File: src/rtl/tcu_drl_norm_round_if.sv
// Handshake bus for tcu_drl_norm_round: accumulated-sum input beat and packed result beat.
interface tcu_drl_norm_round_if #(
    parameter int W     = 29,
    parameter int TAG_W = 8
);
    logic             valid_in;
    logic             ready_in;
    logic [W-1:0]     sig_in;
    logic [7:0]       exp_in;
    logic             fmt_sel;
    logic [TAG_W-1:0] tag_in;
    logic             valid_out;
    logic             ready_out;
    logic [31:0]      result;
    logic [TAG_W-1:0] tag_out;

    modport master (
        output valid_in, sig_in, exp_in, fmt_sel, tag_in, ready_out,
        input  ready_in, valid_out, result, tag_out
    );
    modport slave (
        input  valid_in, sig_in, exp_in, fmt_sel, tag_in, ready_out,
        output ready_in, valid_out, result, tag_out
    );
endinterface

File: src/rtl/tcu_drl_norm_round.sv
// Decodes the DRL accumulator's wide fixed-point sum back into an FP32 word
// (normalize, RNE, pack) or passes it through as an integer; 3-stage pipeline.
module tcu_drl_norm_round #(
    parameter int N     = 5,
    parameter int W     = 25 + $clog2(N) + 1,
    parameter int TAG_W = 8
) (
    input  logic                clk,
    input  logic                reset_n,
    tcu_drl_norm_round_if.slave bus
);
    localparam int STAGES = 3;
    localparam int LZ_W   = $clog2(W + 1);

    logic [STAGES:1] vld_pipe;
    logic            adv;

    // stage 1: sign / magnitude
    logic             s1_s, s1_fmt;
    logic [W-1:0]     s1_mag;
    logic [7:0]       s1_exp;
    logic [TAG_W-1:0] s1_tag;

    // stage 2: normalized fields
    logic               s2_s, s2_fmt, s2_zero, s2_g, s2_st;
    logic [22:0]        s2_mant;
    logic signed [9:0]  s2_e;
    logic [W-1:0]       s2_int;
    logic [TAG_W-1:0]   s2_tag;

    logic               neg_c;
    logic [W-1:0]       mag_c;
    logic [LZ_W-1:0]    lz;
    logic [W-1:0]       norm;
    logic signed [9:0]  e_c;
    logic               inc;
    logic [23:0]        mant_sum;
    logic signed [9:0]  e_r;
    logic [31:0]        res_c;

    assign adv          = !vld_pipe[STAGES] || bus.ready_out;
    assign bus.ready_in = adv;
    assign bus.valid_out = vld_pipe[STAGES];

    always_comb begin
        neg_c = !bus.fmt_sel && bus.sig_in[W-1];
        // W-bit negate maps -2^(W-1) onto 2^(W-1), which is the wanted magnitude
        mag_c = neg_c ? (W'(0) - bus.sig_in) : bus.sig_in;
    end

    always_comb begin
        lz = '0;
        for (int i = 0; i < W; i++) begin
            if (s1_mag[i]) lz = LZ_W'(W - 1 - i);
        end
        norm = s1_mag << lz;
        e_c  = $signed(10'(s1_exp) + 10'(W - 24) - 10'(lz));
    end

    always_comb begin
        inc      = s2_g && (s2_st || s2_mant[0]);
        mant_sum = {1'b0, s2_mant} + {23'd0, inc};
        e_r      = s2_e + $signed({9'd0, mant_sum[23]});
        if (s2_fmt)               res_c = 32'(s2_int);
        else if (s2_zero)         res_c = 32'd0;
        else if (e_r >= 10'sd255) res_c = {s2_s, 8'hFF, 23'd0};
        else if (e_r <= 10'sd0)   res_c = {s2_s, 31'd0};
        else                      res_c = {s2_s, e_r[7:0], mant_sum[22:0]};
    end

    always_ff @(posedge clk) begin
        if (!reset_n) begin
            vld_pipe    <= '0;
            bus.result  <= '0;
            bus.tag_out <= '0;
        end else if (adv) begin
            vld_pipe <= {vld_pipe[STAGES-1:1], bus.valid_in};

            s1_s   <= neg_c;
            s1_fmt <= bus.fmt_sel;
            s1_mag <= mag_c;
            s1_exp <= bus.exp_in;
            s1_tag <= bus.tag_in;

            s2_s    <= s1_s;
            s2_fmt  <= s1_fmt;
            s2_zero <= (s1_mag == '0);
            s2_mant <= norm[W-2 -: 23];
            s2_g    <= norm[W-25];
            s2_st   <= |norm[W-26:0];
            s2_e    <= e_c;
            s2_int  <= s1_mag;
            s2_tag  <= s1_tag;

            bus.result  <= res_c;
            bus.tag_out <= s2_tag;
        end
    end
endmodule

File: src/flat_wrapper.sv
// flat-port wrapper written by rule: the top's interface ports become plain ports
module tcu_drl_norm_round_flat 
#(
    parameter int N     = 5,
    parameter int W     = 25 + $clog2(N) + 1,
    parameter int TAG_W = 8
)
  (clk, reset_n, bus_valid_in, bus_sig_in, bus_exp_in, bus_fmt_sel, bus_tag_in, bus_ready_out, bus_ready_in, bus_valid_out, bus_result, bus_tag_out);
  tcu_drl_norm_round_if #(.W(W), .TAG_W(TAG_W)) bus_i ();
  input  logic clk;
  input  logic reset_n;
  input wire logic [$bits(bus_i.valid_in)-1:0] bus_valid_in;
  input wire logic [$bits(bus_i.sig_in)-1:0] bus_sig_in;
  input wire logic [$bits(bus_i.exp_in)-1:0] bus_exp_in;
  input wire logic [$bits(bus_i.fmt_sel)-1:0] bus_fmt_sel;
  input wire logic [$bits(bus_i.tag_in)-1:0] bus_tag_in;
  input wire logic [$bits(bus_i.ready_out)-1:0] bus_ready_out;
  output wire logic [$bits(bus_i.ready_in)-1:0] bus_ready_in;
  output wire logic [$bits(bus_i.valid_out)-1:0] bus_valid_out;
  output wire logic [$bits(bus_i.result)-1:0] bus_result;
  output wire logic [$bits(bus_i.tag_out)-1:0] bus_tag_out;
  assign bus_i.valid_in = bus_valid_in;
  assign bus_i.sig_in = bus_sig_in;
  assign bus_i.exp_in = bus_exp_in;
  assign bus_i.fmt_sel = bus_fmt_sel;
  assign bus_i.tag_in = bus_tag_in;
  assign bus_i.ready_out = bus_ready_out;
  assign bus_ready_in = bus_i.ready_in;
  assign bus_valid_out = bus_i.valid_out;
  assign bus_result = bus_i.result;
  assign bus_tag_out = bus_i.tag_out;
  tcu_drl_norm_round #(.N(N), .W(W), .TAG_W(TAG_W)) u_core (.clk(clk), .reset_n(reset_n), .bus(bus_i));
endmodule
File: config.mk
export PLATFORM = sky130hd
export DESIGN_NAME = tcu_drl_norm_round_flat
export DESIGN_NICKNAME = d
export VERILOG_FILES = /design/src/rtl/tcu_drl_norm_round_if.sv /design/src/rtl/tcu_drl_norm_round.sv /design/src/flat_wrapper.sv
export SDC_FILE = /design/constraint.sdc
export NUM_CORES = 1
export LEC_CHECK = 0
export ABC_AREA = 1
export BUFFER_PORTS_ARGS = -buffer_cell sky130_fd_sc_hd__buf_4
export CORE_MARGIN = 2
export CORE_UTILIZATION = 54
export CTS_BUF_LIST = sky130_fd_sc_hd__clkbuf_4 sky130_fd_sc_hd__clkbuf_8 sky130_fd_sc_hd__clkbuf_16
export CTS_CLUSTER_DIAMETER = 30
export CTS_CLUSTER_SIZE = 28
export DETAILED_ROUTE_END_ITERATION = 6
export HOLD_SLACK_MARGIN = 0.03
export PLACE_DENSITY = 0.8
export SLEW_MARGIN = 0
export SYNTH_ARGS = -nofsm -noshare
export SYNTH_HDL_FRONTEND = slang
export SYNTH_SLANG_ARGS = --single-unit
File: constraint.sdc
create_clock -name clk -period 5.8 [get_ports clk]
set_input_delay 0.29 -clock clk [delete_from_list [all_inputs] [get_ports clk]]
set_output_delay 0.29 -clock clk [all_outputs]
set_load 0.02 [all_outputs]
* Yosys cells after proc, flatten, opt, wreduce, memory -nomap -nowiden
Index checks and enable logic that the tools add are counted.
Widths: inputs -> output; s select.
** Word-level totals
- Bits in registers :: 165
** Cells by class
- Add/sub/neg operators :: 5
- $lt $le $gt $ge :: 2
- Shift operators :: 1
- Multiplexer cells :: 34
- Reductions and logical operators :: 9
** Operators with widths (count)
- $mux 5 :: 29
- $mux 32 :: 2
- $mux 31 :: 2
- $logic_not 29->1 :: 1
- $mux 29 :: 1
- $shl 29x5->28 :: 1
- $sub 1x29->29 const A :: 1
- $add 23x1->24 :: 1
- $add 10x2->10 :: 1
- $ge 10x9->1 const B :: 1
- $le 10x1->1 const B :: 1
- $sub 10x5->10 :: 1
- $add 8x3->9 const B :: 1
- $reduce_or 4->1 :: 1
- $logic_and 1x1->1 :: 2
- $logic_not 1->1 :: 2
- $logic_or 1x1->1 :: 2
- $reduce_and 2->1 :: 1

* Longest topological paths before layout
- Word-level depth :: 31
- Mapped depth :: 37
- Gate-level depth less buffers :: 37

* Worst setup path before layout
No wires, ideal clock.
- Kind :: register -> register
- Start :: register u_core.vld_pipe[3] (netlist bit)
- End :: register u_core.s1_exp[0], enable pin
- Setup time :: 0.605 ns
- Arrival time :: 5.807 ns
- Data required time :: 5.195 ns
- Setup slack :: -0.612 ns
- Stages on the path, launching flop included :: 5
- Path buffers :: 1
- Clock period less this slack :: 6.412 ns
- Cell sequence :: dfxtp_1 inv_1 nor2_1 clkbuf_1 nor2_1
** Between the ends
- Cells in the longest elaborated chain, start to end :: 3
** Ends and longest elaborated chain
- start: declaration :: line tcu_drl_norm_round.sv:15 : logic [STAGES:1] vld_pipe;
- start signal: assignment :: line tcu_drl_norm_round.sv:77 : vld_pipe <= {vld_pipe[STAGES-1:1], bus.valid_in};
- $logic_not 1->1 :: line tcu_drl_norm_round.sv:41 : assign adv = !vld_pipe[STAGES] || bus.ready_out;
- $logic_or 1x1->1 :: line tcu_drl_norm_round.sv:41
- $reduce_and 2->1 (no line)
- end signal: assignment :: line tcu_drl_norm_round.sv:82 : s1_exp <= bus.exp_in;
- end: declaration :: line tcu_drl_norm_round.sv:21 : logic [7:0] s1_exp;
No other way between the ends.
A chain may end at the register's enable or synchronous reset.

* Final worst setup path
- Start :: register u_core.s2_mant[0]
- End :: register u_core.bus.result[7]
** Between the ends
- Cells in the longest elaborated chain, start to end :: 9
- Elaborated cells between the ends (all ways) :: 10
- Classes of those cells :: add/sub: 2; order compare: 2; mux: 4; reduce/logical: 2
** Ends and longest elaborated chain
- start: declaration :: line tcu_drl_norm_round.sv:26 : logic [22:0] s2_mant;
- start signal: assignment :: line tcu_drl_norm_round.sv:88 : s2_mant <= norm[W-2 -: 23];
- $logic_or 1x1->1 :: line tcu_drl_norm_round.sv:61 : inc = s2_g && (s2_st || s2_mant[0]);
- $logic_and 1x1->1 :: line tcu_drl_norm_round.sv:61
- $add 23x1->24 * :: line tcu_drl_norm_round.sv:62 : mant_sum = {1'b0, s2_mant} + {23'd0, inc};
- $add 10x2->10 :: line tcu_drl_norm_round.sv:63 : e_r = s2_e + $signed({9'd0, mant_sum[23]});
- $le 10x1->1 :: line tcu_drl_norm_round.sv:67 : else if (e_r <= 10'sd0) res_c = {s2_s, 31'd0};
- $mux 31 :: line tcu_drl_norm_round.sv:67
- $mux 31 * :: line tcu_drl_norm_round.sv:66 : else if (e_r >= 10'sd255) res_c = {s2_s, 8'hFF, 23'd0};
- $mux 32 * :: line tcu_drl_norm_round.sv:65 : else if (s2_zero) res_c = 32'd0;
- $mux 32 * :: line tcu_drl_norm_round.sv:64 : if (s2_fmt) res_c = 32'(s2_int);
- end signal: assignment :: line tcu_drl_norm_round.sv:95 : bus.result <= res_c;
- end: declaration :: line tcu_drl_norm_round_if.sv:23 : output ready_in, valid_out, result, tag_out
Every way passes the cells marked *; elsewhere a longest branch is shown, timed or not.

==> reports/qor.yml <==
status: "finished clean"
grt_max_degree: 111
synthFlopType: "edfxtp_1"
ctsHtreeMaxLevel: 4
worst-setup-path-type: "register to register"
yosysTopAreaCell: "edfxtp_1"
tns_ns: 0
grt_pass1_vias: 7119
ys_warn_count: 0
drv_slew: 0
cp.required_ns: 6.17
die-area_um2: 17700
rsz0062_at_grt: "no"
setup_viol: 0
grt_first_pass_wirelength_um: 35000
maxCapViolCount: 0
period_share: 0.823
layoutNonFillerInstCount: 1401
leakagePower_nw: 4.44
start_util: 0.547
drt-wirelength-per-cell_um: 15.5
tightest_slew_ns: 1.19
netlist_instances: 1076
io_buffers: 91
clk_latency_ns: 0.44
synth_edf_count: 122
cts_buffer_depth: 2
fin_nets: 1229
core_um2: 16500
final_cell_mix: "nand2_1 (213), nand3_1 (183), edfxtp_1 (122)"
pre_cts_slack_ns: 1.12
gp_congestion: 0.942
critPathMaxFanout: 10
num_antenna_cells: 0
ys_seq_area_frac: 0.502
synth_area_per_cell_um2: 8.37
synth_top_area_frac: 0.407
ant_nets: 0
cts_hold_buf: 16
drive_gt1_frac: 0.126
post_cts_buffers: 0
cp.arrival_ns: 5.14
min_path_type: "input port to register"
synth_area_um2: 9000
via_count: 7963
start_kind: "register"
placed_cell_area_um2: 9860
hpwl_um: 15200
layout_commonest_cell: "nand2_1"
cts-root-buf: "clkbuf_16"
area_delta_synth_final_pct: 17.4
route.detailed.drc: 0
grt_overflow: 0
numCtsBuffers: 17
clk_pin_slew_ns: 0.07
fmax_mhz: 209
design_area_um2: 10600
endpoint_kind: "register"
fp.dieH_um: 133
slew_headroom: 0.204
rows: 47
vias_per_cell: 5.68
fin_crit_ns: 4.78
finalHoldViolCount: 0
numClockSinks: 165
dp_cells: 1353
postSynth.asyncResetShare: 0
drtIter0Drc: 1092
first_pass_iters: 6
synth_area_leaders: "edfxtp_1 (41%), nand3_1 (10%), dfxtp_1 (9.6%)"
n_fill_cell: 1437
utilization: 0.642
die_w_um: 133
fin_ws_ns: 1.02
pin_count: 92
yosysUniqueCellTypes: 39
powerDensity_nw_per_um2: 298
irDropWorstVdd_mv: 0.232
cts_resized: 0
grt_usage: 0.248
syn-num-nets: 1137
antenna_found_initial: 0
fin_skew_ns: 0.0138
wl_um: 21700
tritoncts: "yes"
ys_seq_elements: 165
==> critical path: stages (launching register included) <==
cell	delay, ns
edfxtp_1	0.35
o21a_1	0.12
ha_1	0.19
nand4_1	0.13
nor2_1	0.16
nand2_1	0.09
nor2_1	0.13
nand2_1	0.12
nor2_1	0.13
nand3_1	0.10
nor2_1	0.15
nand4_1	0.22
nor2_1	0.18
ha_1	0.21
ha_1	0.20
inv_1	0.05
nor2_1	0.16
nand3_1	0.13
nand3b_1	0.22
xor2_1	0.18
nand2_1	0.09
o21ai_0	0.21
nor3_2	0.57
or3b_2	0.49
a21oi_1	0.13
==> logic make-up after synthesis <==
| logic type | Yosys count | share of synthesized area |
|---|---|---|
| compound gates | 143 | 0.0860 |
| xor+xnor | 52 | 0.0506 |
| fa+ha+maj | 11 | 0.0153 |
| buf+inv | 146 | 0.0646 |
| flops | 165 | 0.502 |
| simple gates | 559 | 0.281 |
==> metrics by stage <==
stage	power (W)	hold slack (ns)
final	0.00315	0.0464
after global routing	0.00330	0.0410
after CTS	0.00315	0.0360
after detailed placement	0.00210	0.406
after global placement	0.00209	0.401
after floorplan	0.00191	0.389
==> synthesized netlist by cell type, types with 3 or more instances <==
cell type  instances
a21oi_1           58
a31oi_1            9
buf_2             12
clkbuf_1          26
dfxtp_1           43
edfxtp_1         122
ha_1              11
inv_1            103
nand2_1          213
nand3_1          183
nand3_2            6
nand3b_1          11
nand4_1           22
nor2_1            91
nor3_1            17
nor4_1             6
o211ai_1           6
o21ai_0           58
o31ai_1            3
or2_2              3
xnor2_1           15
xor2_1            37
==> power breakdown <==
group,switching [W],total (W),leakage [nW],internal [W]
combinational,0.000376,0.000599,2.63,0.000224
sequential,0.0000930,0.00150,1.55,0.00141
clock,0.000489,0.00105,0.269,0.000564
total,0.000958,0.00315,4.44,0.00220
==> final cells by class <==
| type | instances | area (µm²) | area share |
|---|---|---|---|
| timing repair buffer | 115 | 916 | 0.0866 |
| multi-input combinational | 765 | 3910 | 0.370 |
| clock buffer | 18 | 433 | 0.0410 |
| tap | 220 | 275 | 0.0260 |
| inverter | 104 | 390 | 0.0369 |
| clock inverter | 14 | 118 | 0.0111 |
| sequential | 165 | 4520 | 0.428 |
==> state kept, by name, summed over array words and instances (netlist names) <==
register            count
u_core.bus.result      32
u_core.s1_mag          29
u_core.s2_fmt           1
u_core.s1_tag           8
u_core.s1_exp           8
u_core.s2_g             1
u_core.s1_s             1
u_core.s1_fmt           1
u_core.s2_zero          1
u_core.s2_e            10
u_core.s2_int          29
u_core.s2_st            1
u_core.s2_mant         23
u_core.vld_pipe         3
u_core.s2_tag           8
u_core.bus.tag_out      8
u_core.s2_s             1
==> layer usage <==
metal  track usage  part of all wire  routed length (µm)  vias to the layer above
met5             0                 0                   0                        -
met3        0.0559             0.085                1840                       45
met1         0.345              0.43                9390                     3671
met4        0.0816             0.020                 436                        0
met2         0.390              0.46               10000                      356
li1              -                 -                   -                     3891
==> path summary, 6_finish.rpt <==
kind                              startpoint                                 to  slack [ns]  cells past startpoint
max          u_core.s2_mant[0]$_SDFFCE_PP0P_  u_core.bus.result[7]$_SDFFE_PN0N_        1.02                     24
min                            bus_sig_in[0]         u_core.s1_mag[0]$_DFFE_PP_        0.05                      1
max reg2reg  u_core.s2_mant[0]$_SDFFCE_PP0P_  u_core.bus.result[7]$_SDFFE_PN0N_        1.02                     24
min reg2reg       u_core.s1_tag[1]$_DFFE_PP_         u_core.s2_tag[1]$_DFFE_PP_        0.42                      0
Note: power is estimated with default switching activity, not from simulation.
